### src/rtl/qam16_mapper.sv
// 16-QAM symbol mapper: 4-entry symbol FIFO feeding an SPS-sample, SAMPLE_DIV-spaced I/Q stream.
// First sample SAMPLE_DIV cycles after a pop; no backpressure, writes to a full FIFO are dropped and flagged.
module fifo #(
  parameter int WIDTH = 4,
  parameter int DEPTH = 4
) (
  input  logic                    ipClk,
  input  logic                    nReset,
  input  logic                    wrVld,
  input  logic [WIDTH-1:0]        wrDat,
  input  logic                    rdPop,
  output logic [WIDTH-1:0]        rdDat,
  output logic                    empty,
  output logic                    wrDrop,
  output logic [$clog2(DEPTH):0]  count
);
  localparam int AW = $clog2(DEPTH);

  logic [WIDTH-1:0] mem [DEPTH];
  logic [AW-1:0]    wrPtr;
  logic [AW-1:0]    rdPtr;
  logic             full;
  logic             wrEn;
  logic             rdEn;

  assign full   = (count == (AW + 1)'(DEPTH));
  assign empty  = (count == '0);
  assign rdEn   = rdPop && !empty;
  // A pop in the same cycle frees the slot, so a write to a full FIFO still lands.
  assign wrEn   = wrVld && (!full || rdEn);
  assign wrDrop = wrVld && !wrEn;
  assign rdDat  = mem[rdPtr];

  always_ff @(posedge ipClk or negedge nReset) begin
    if (!nReset) begin
      wrPtr <= '0;
      rdPtr <= '0;
      count <= '0;
    end else begin
      if (wrEn) wrPtr <= wrPtr + 1'b1;
      if (rdEn) rdPtr <= rdPtr + 1'b1;
      case ({wrEn, rdEn})
        2'b10:   count <= count + 1'b1;
        2'b01:   count <= count - 1'b1;
        default: ;
      endcase
    end
  end

  always_ff @(posedge ipClk) begin
    if (wrEn) mem[wrPtr] <= wrDat;
  end
endmodule

module qam16_mapper #(
  parameter int SAMPLE_DIV = 4,
  parameter int SPS        = 8,
  parameter int LEVEL      = 32
) (
  input  logic              ipClk,
  input  logic              ipReset,
  input  logic              ipEnable,
  input  logic [3:0]        ipQAMBlock,
  input  logic              ipQAMBlockValid,
  input  logic              ipClearFlags,
  output logic signed [7:0] opI,
  output logic signed [7:0] opQ,
  output logic              opSampleValid,
  output logic              opSymbolStart,
  output logic [2:0]        opDepth,
  output logic              opUnderrun,
  output logic              opOverflow
);
  localparam logic [7:0] DivMax = 8'(SAMPLE_DIV - 1);
  localparam logic [5:0] SpsMax = 6'(SPS - 1);
  localparam logic [7:0] AmpP1  = 8'(LEVEL);
  localparam logic [7:0] AmpP3  = 8'(3 * LEVEL);
  localparam logic [7:0] AmpN1  = 8'(-LEVEL);
  localparam logic [7:0] AmpN3  = 8'(-3 * LEVEL);

  typedef enum logic [1:0] {IDLE, WAIT, RUN} stateT;

  stateT             state;
  stateT             nextState;
  logic [7:0]        prescaler;
  logic [7:0]        nextPrescaler;
  logic [5:0]        sampleCnt;
  logic [5:0]        nextSampleCnt;
  logic [3:0]        curSym;
  logic [3:0]        nextSym;
  logic [3:0]        headSym;
  logic signed [7:0] nextI;
  logic signed [7:0] nextQ;
  logic              nextSampleValid;
  logic              nextSymbolStart;
  logic              pop;
  logic              fifoEmpty;
  logic              underrunSet;
  logic              overflowSet;

  function automatic logic [7:0] grayMap(input logic [1:0] bits);
    case (bits)
      2'b00:   grayMap = AmpN3;
      2'b01:   grayMap = AmpN1;
      2'b11:   grayMap = AmpP1;
      default: grayMap = AmpP3;
    endcase
  endfunction

  fifo #(.WIDTH(4), .DEPTH(4)) symFifo (
    .ipClk  (ipClk),
    .nReset (ipReset),
    .wrVld  (ipQAMBlockValid),
    .wrDat  (ipQAMBlock),
    .rdPop  (pop),
    .rdDat  (headSym),
    .empty  (fifoEmpty),
    .wrDrop (overflowSet),
    .count  (opDepth)
  );

  always_comb begin
    nextState       = state;
    nextPrescaler   = prescaler;
    nextSampleCnt   = sampleCnt;
    nextSym         = curSym;
    nextI           = opI;
    nextQ           = opQ;
    nextSampleValid = 1'b0;
    nextSymbolStart = 1'b0;
    pop             = 1'b0;
    underrunSet     = 1'b0;
    if (!ipEnable) begin
      nextState     = IDLE;
      nextPrescaler = '0;
      nextSampleCnt = '0;
      nextI         = '0;
      nextQ         = '0;
    end else begin
      case (state)
        IDLE: begin
          nextState     = WAIT;
          nextPrescaler = '0;
          nextSampleCnt = '0;
          nextI         = '0;
          nextQ         = '0;
        end
        WAIT: begin
          nextI = '0;
          nextQ = '0;
          if (!fifoEmpty) begin
            pop           = 1'b1;
            nextSym       = headSym;
            nextPrescaler = '0;
            nextSampleCnt = '0;
            nextState     = RUN;
          end
        end
        RUN: begin
          if (prescaler == DivMax) begin
            nextPrescaler   = '0;
            nextSampleValid = 1'b1;
            nextSymbolStart = (sampleCnt == '0);
            nextI           = grayMap(curSym[3:2]);
            nextQ           = grayMap(curSym[1:0]);
            // Last sample of the symbol: chain the next one with no gap, or fall back to WAIT.
            if (sampleCnt == SpsMax) begin
              nextSampleCnt = '0;
              if (!fifoEmpty) begin
                pop     = 1'b1;
                nextSym = headSym;
              end else begin
                underrunSet = 1'b1;
                nextState   = WAIT;
              end
            end else begin
              nextSampleCnt = sampleCnt + 1'b1;
            end
          end else begin
            nextPrescaler = prescaler + 1'b1;
          end
        end
        default: nextState = IDLE;
      endcase
    end
  end

  always_ff @(posedge ipClk or negedge ipReset) begin
    if (!ipReset) begin
      state         <= IDLE;
      prescaler     <= '0;
      sampleCnt     <= '0;
      curSym        <= '0;
      opI           <= '0;
      opQ           <= '0;
      opSampleValid <= 1'b0;
      opSymbolStart <= 1'b0;
      opUnderrun    <= 1'b0;
      opOverflow    <= 1'b0;
    end else begin
      state         <= nextState;
      prescaler     <= nextPrescaler;
      sampleCnt     <= nextSampleCnt;
      curSym        <= nextSym;
      opI           <= nextI;
      opQ           <= nextQ;
      opSampleValid <= nextSampleValid;
      opSymbolStart <= nextSymbolStart;
      // A set event in the same cycle as a clear wins.
      opUnderrun    <= underrunSet | (opUnderrun & ~ipClearFlags);
      opOverflow    <= overflowSet | (opOverflow & ~ipClearFlags);
    end
  end
endmodule

### config.mk
export PLATFORM = sky130hd
export DESIGN_NAME = qam16_mapper
export DESIGN_NICKNAME = d
export VERILOG_FILES = /design/src/rtl/qam16_mapper.sv
export SDC_FILE = /design/constraint.sdc
export NUM_CORES = 1
export LEC_CHECK = 0
export BUFFER_PORTS_ARGS = -buffer_cell sky130_fd_sc_hd__buf_2
export CELL_PAD_IN_SITES_DETAIL_PLACEMENT = 0
export CELL_PAD_IN_SITES_GLOBAL_PLACEMENT = 1
export CORE_MARGIN = 3
export CORE_UTILIZATION = 25
export CTS_CLUSTER_SIZE = 28
export DETAILED_ROUTE_END_ITERATION = 8
export MAX_ROUTING_LAYER = met4
export PLACE_DENSITY_LB_ADDON = 0.1
export SYNTH_ARGS = -nofsm -noshare
export SYNTH_HDL_FRONTEND = slang
export SYNTH_SLANG_ARGS = --single-unit
### constraint.sdc
create_clock -name ipClk -period 5.2 [get_ports ipClk]
set_clock_uncertainty 0.1 [all_clocks]
set_input_delay 1.04 -clock ipClk [delete_from_list [all_inputs] [get_ports ipClk]]
set_output_delay 1.04 -clock ipClk [all_outputs]
set_load 0.02 [all_outputs]
==> results of run 1 <==
## area by class of cell
type	instances	area (um2)	share of cell area, %
clock buffers	5	125	3.83
clock inverters	3	25.0	0.765
inverters	20	75.1	2.30
multi-input cells	183	1380	42.1
flip-flops and latches	52	1380	42.3
well taps	140	175	5.36
repair buffers	22	113	3.44
## worst max-delay path: stages, from the launching register on
cell and delay [ps]:
dfrtp_1 410, ha_1 220, nor3b_2 310, and4_1 420, and2_1 320, o21a_1 150, ha_1 180, inv_1 60
fa_1 370, xor2_1 150, nor2_1 130, xor2_1 150
## synth_stat cells (all sizes together) (2+ instances only)
master  count
a211oi      6
and2        6
or4         5
nand2b      3
o21ai      11
and3        4
nand4       6
xor2        2
edfxtp     16
nor2       18
nand2      14
dfrtp      36
nor3        3
mux4        4
o311ai      5
inv        20
a221oi      3
a21oi       8
nor2b       3
nor4        2
nand3      12
o31ai       8
clkbuf      5
mux2        4
nor3b       2
a22o        4
ha         18
a21o        2
buf        18
xnor2       4
## where the power goes
group / total (mW) / leakage, nW / switching [mW] / internal, mW
Sequential: 0.585 / 0.618 / 0.0818 / 0.504
Clock: 0.344 / 0.0708 / 0.162 / 0.182
Combinational: 0.511 / 0.697 / 0.313 / 0.197
## routing by layer
layer | vias up | GRT usage [%]
met1 | 982 | 14.9
met2 | 42 | 15.3
met4 | 0 | 3.33
met3 | 5 | 1.85
li1 | 996 | -
met5 | - | -
## worst max-delay path by stage
stage	startpoint	cells after the start	endpoint	slack (ps)
floorplan	ipEnable	10	symFifo.count[2]$_DFFE_PN0P_	2400
global route	sampleCnt[0]$_DFFE_PN0P_	11	symFifo.count[2]$_DFFE_PN0P_	1930
global placement	ipEnable	11	symFifo.count[2]$_DFFE_PN0P_	1980
CTS	prescaler[0]$_DFFE_PN0P_	11	symFifo.count[2]$_DFFE_PN0P_	2150
finish	prescaler[0]$_DFFE_PN0P_	11	symFifo.count[2]$_DFFE_PN0P_	2160
detailed placement	ipEnable	11	symFifo.count[2]$_DFFE_PN0P_	1940
## flip-flops by register name, indices dropped and copies added, names as in the netlist
signal	cells
opSymbolStart	1
opSampleValid	1
opUnderrun	1
symFifo.mem	16
symFifo.wrPtr	2
prescaler	8
symFifo.count	3
state	2
sampleCnt	6
opQ	3
curSym	4
opI	2
symFifo.rdPtr	2
opOverflow	1
## kinds of logic after synthesis
| group | after synthesis | share of synthesized area [%] |
|---|---|---|
| and+or+nand+nor | 85 | 17.0 |
| AOI/OAI and AO/OA | 54 | 13.4 |
| DFF | 52 | 47.0 |
| buffers and inverters | 43 | 7.36 |
| adders and majority gates | 19 | 8.34 |
| muxes | 9 | 4.94 |
| xor gates and xnor gates | 6 | 1.79 |
| other | 1 | 0.128 |
==> results.sh, run 1 <==
export IMPL_run_status="complete, no violations"
export IMPL_clk_pin_slew_ps=80
export IMPL_preCtsSetupSlack_ps=1940
export IMPL_finalCriticalPeriod_ps=3040
export IMPL_hold_path_endpoint="opI[7]$_DFFE_PN0P_"
export IMPL_synth_cell_types=58
export IMPL_instances_no_fill=425
export IMPL_die_height_um=114
export IMPL_pin_count=32
export IMPL_dp_hpwl_um=4590
export IMPL_wl_met1_um=3300
export IMPL_timing_final_ws_setup_ps=2160
export IMPL_rsz0062_at_grt="false"
export IMPL_gp_congestion=0.716
export IMPL_hold_start="opI[7]$_DFFE_PN0P_"
export IMPL_grt_max_degree=37
export IMPL_postCtsSetupRepairBufs=0
export IMPL_initial_core_util_pct=26.3
export IMPL_p_leak_nw=1.39
export IMPL_setup_viol=0
export IMPL_hold_path_class="flop to flop"
export IMPL_areaGrowthSynthToFinish_pct=11.2
export IMPL_rrSetupSlack_ps=2160
export IMPL_synthCells=269
export IMPL_cp_arrival_ps=3160
export IMPL_vias_per_cell=4.76
export IMPL_drv_cap=0
export IMPL_yosysSeqAreaShare_pct=47.0
export IMPL_ff2ff_path_depth=11
export IMPL_grt_pass1_wl_um=10400
export IMPL_ys_flop_type="dfrtp_1"
export IMPL_cts_max_level=2
export IMPL_drt_iter0_markers=147
export IMPL_min_path_cells=1
export IMPL_fin_area_um2=3270
export IMPL_coreArea_um2=11200
export IMPL_r2r_end="symFifo.count[2]$_DFFE_PN0P_"
export IMPL_yosys_area_top_type="dfrtp_1"
export IMPL_postSynth_asyncResetShare_pct=69.2
export IMPL_irDropWorstVdd_v=0.000179
export IMPL_numCtsBuffers=5
export IMPL_port_buffers=21
export IMPL_power_total_mw=1.44
export IMPL_slew_headroom_pct=40.6
export IMPL_antenna_found_initial=0
export IMPL_endpoint_kind="flop"
export IMPL_fmax_mhz=329
export IMPL_ys_ff_latch=52
export IMPL_fillers=1139
export IMPL_reg2reg_from="prescaler[0]$_DFFE_PN0P_"
export IMPL_rows=38
export IMPL_grt_overflow_total=0
export IMPL_cts_root_buf="clkbuf_16"
export IMPL_nNetsFinal=312
export IMPL_finalWirelength_um=6460
export IMPL_slew_violations=0
export IMPL_start_kind="flop"
export IMPL_grt_total_usage_pct=10.5
export IMPL_grt_pass1_vias=1946
export IMPL_drt_pass1_iterations=4
export IMPL_vias=2025
export IMPL_dieArea_um2=13100
export IMPL_p_per_area_nw_per_um2=440
export IMPL_dr_wl_met2_um=2840
export IMPL_final_cell_mix="36 x dfrtp_1, 21 x buf_2, 20 x inv_1, 18 x ha_1, 17 x nor2_1"
export IMPL_crit_fanout=7
export IMPL_post_dp_cell_area_um2=3120
export IMPL_worst_slew_pin_slew_ps=891
export IMPL_cts_buffer_depth=2
export IMPL_finalCritPeriodShare_pct=58.4
export IMPL_synth_area_um2=2940
export IMPL_synth_edff_count=16
export IMPL_drive_above_1_share_pct=15.1
export IMPL_routedWlPerCell_um=15.2
export IMPL_drc=0
export IMPL_dr_wl_met3_um=231
export IMPL_final_common_cell="dfrtp_1"
export IMPL_cts_hold_buf=0
export IMPL_synthTopCellsByArea="dfrtp_1 31%, edfxtp_1 16%, ha_1 7.7%"
export IMPL_dp_cells=417
export IMPL_die_width_um=114
export IMPL_clkLatencyLatePin_ps=300
export IMPL_yosysWarnings=0
export IMPL_cts_repair_resized=0
export IMPL_avgSynthCellArea_um2=10.9
export IMPL_worstPathRequired_ps=5330
export IMPL_whs_ps=406
export IMPL_final_util_pct=29.3
export IMPL_synth_top_area_share_pct=30.7
export IMPL_cts_tree="yes"
export IMPL_report_final_hold_viol_count=0
export IMPL_criticalPathCategory="flop to flop"
export IMPL_cts_sinks=52
export IMPL_fin_setup_tns_ps=0
export IMPL_antenna_left=0
export IMPL_n_antenna_cell=0
export IMPL_top_layer_used="met4"
No activity file was read; power rests on OpenSTA's default activity.
==> run 2, diff against run 1 <==
==> constraint.sdc (replaced) <==
create_clock -name ipClk -period 2.85 [get_ports ipClk]
set_clock_uncertainty 0.1 [all_clocks]
set_input_delay 0.57 -clock ipClk [delete_from_list [all_inputs] [get_ports ipClk]]
set_output_delay 0.57 -clock ipClk [all_outputs]
set_load 0.02 [all_outputs]
==> results.sh, run 2 (synthesis results as in run 1) <==
export IMPL_run_status="complete, no violations"
export IMPL_areaGrowthSynthToFinish_pct=15.4
export IMPL_antenna_found_initial=0
export IMPL_timing_final_ws_setup_ps=217
export IMPL_n_antenna_cell=0
export IMPL_gp_congestion=0.745
export IMPL_finalCriticalPeriod_ps=2630
export IMPL_drive_above_1_share_pct=20.4
export IMPL_irDropWorstVdd_v=0.000440
export IMPL_setup_viol=0
export IMPL_cp_slowest_cell="nor3_2"
export IMPL_cts_root_buf="clkbuf_16"
export IMPL_path_cells="nor3_2 > and4_2 > and2_1 > o21a_1 > ha_1 > inv_1 > fa_1 > xor2_1 > nor2_1 > xor2_1"
export IMPL_vias_per_cell=4.68
export IMPL_slew_violations=0
export IMPL_worst_slew_pin_slew_ps=839
export IMPL_p_per_area_nw_per_um2=799
export IMPL_reg_top3="symFifo.mem (16), prescaler (8), sampleCnt (6)"
export IMPL_coreArea_um2=11200
export IMPL_preCtsSetupSlack_ps=237
export IMPL_port_buffers=21
export IMPL_fmax_mhz=380
export IMPL_endpoint_kind="flop"
export IMPL_die_height_um=114
export IMPL_clkLatencyLatePin_ps=290
export IMPL_ff2ff_path_depth=10
export IMPL_crit_fanout=6
export IMPL_numCtsBuffers=5
export IMPL_rows=38
export IMPL_slew_headroom_pct=44.1
export IMPL_dp_hpwl_um=4820
export IMPL_grt_pass1_vias=2194
export IMPL_drt_pass1_iterations=4
export IMPL_cts_buffer_depth=2
export IMPL_nNetsFinal=326
export IMPL_drc=0
export IMPL_critPathMaxStageDelay_ps=420
export IMPL_cts_hold_buf=0
export IMPL_fin_setup_tns_ps=0
export IMPL_largest_register="symFifo.mem"
export IMPL_worstPathRequired_ps=2970
export IMPL_finalCritPeriodShare_pct=92.4
export IMPL_final_cell_mix="36 x dfrtp_1, 21 x buf_2, 20 x inv_1, 18 x ha_1, 17 x nor2_1"
export IMPL_clk_pin_slew_ps=80
export IMPL_grt_pass1_wl_um=11400
export IMPL_grt_total_usage_pct=11.3
export IMPL_rsz0062_at_grt="false"
export IMPL_die_width_um=114
export IMPL_vias=2054
export IMPL_report_final_hold_viol_count=0
export IMPL_cts_max_level=2
export IMPL_hold_path_class="input pin to asynchronous set/reset pin"
export IMPL_drt_iter0_markers=105
export IMPL_rrSetupSlack_ps=220
export IMPL_pin_count=32
export IMPL_crit_path_frequent_cell="xor2_1"
export IMPL_grt_max_degree=37
export IMPL_start_kind="flop"
export IMPL_cp_arrival_ps=2750
export IMPL_finalWirelength_um=6550
export IMPL_cts_sinks=52
export IMPL_antenna_left=0
export IMPL_p_leak_nw=1.47
export IMPL_grt_overflow_total=0
export IMPL_initial_core_util_pct=26.3
export IMPL_final_common_cell="dfrtp_1"
export IMPL_criticalPathCategory="flop to flop"
export IMPL_routedWlPerCell_um=14.9
export IMPL_whs_ps=274
export IMPL_dieArea_um2=13100
export IMPL_drv_cap=0
export IMPL_largest_reg_flops=16
export IMPL_cts_tree="yes"
## run 2: changes by cell type in the layout (fill, tap and decap cells not counted), sizes merged
cell	previous run	this run
buf	22	36
clkinvlp	1	0
inv	22	23
## run 2: critical path: cells and delay by family, from the launching register on
kind,cells,cell delay (ps)
buffers and inverters,1,60
AOI/OAI and AO/OA,1,110
DFF,1,390
adders and majority gates,2,550
and+or+nand+nor,4,1060
xor gates and xnor gates,2,290
## run 2: per-stage QoR
| stage | utilization, % | total power [mW] | cell area, um2 | instances |
|---|---|---|---|---|
| floorplan | - | 1.80 | 2970 | 278 |
| global placement | 28.8 | 2.11 | 3220 | 430 |
| detailed placement | 28.8 | 2.09 | 3220 | 430 |
| CTS | 30.2 | 2.76 | 3370 | 438 |
| global route | 30.4 | 2.96 | 3390 | 439 |
| finish | 30.4 | 2.71 | 3390 | 439 |
## run 2: repair_timing
item,in CTS,in global routing
resized for setup,0,4
endpoints found under the setup margin,0,1
setup buffers,0,1
## run 2: report_power, final
part / leakage [nW] / internal [mW] / total (mW) / switching (mW)
sequential: 0.618 / 0.918 / 1.07 / 0.154
combinational: 0.773 / 0.407 / 0.993 / 0.587
clock: 0.0767 / 0.339 / 0.645 / 0.305
## run 2: final cells by class
cell class                 count  area, um2
clock buffer                   5        125
clock inverter                 3       28.8
fill                        1158       7780
inverter                      20       75.1
multi-input combinational    183       1390
sequential                    52       1380
tap                          140        175
timing repair buffer          36        218
## run 2: final timing paths
| kind | to | start |
|---|---|---|
| max in group asynchronous | curSym[3]$_DFFE_PN0P_ | ipReset |
| hold / removal | prescaler[5]$_DFFE_PN0P_ | ipReset |
| hold reg to reg | opI[7]$_DFFE_PN0P_ | opI[7]$_DFFE_PN0P_ |
| setup / recovery | symFifo.count[2]$_DFFE_PN0P_ | sampleCnt[3]$_DFFE_PN0P_ |
| setup reg to reg | symFifo.count[2]$_DFFE_PN0P_ | sampleCnt[3]$_DFFE_PN0P_ |
| min in group ipClk | opUnderrun$_DFF_PN0_ | ipClearFlags |
## run 2: metal layers
layer | share of wire (%) | global-route usage, % | vias to the layer above
met2 | 46 | 17.6 | 29
li1 | - | - | 1019
met3 | 2.5 | 1.90 | 6
met1 | 50 | 15.0 | 1000
met5 | 0 | - | -
met4 | 1.5 | 3.64 | 0
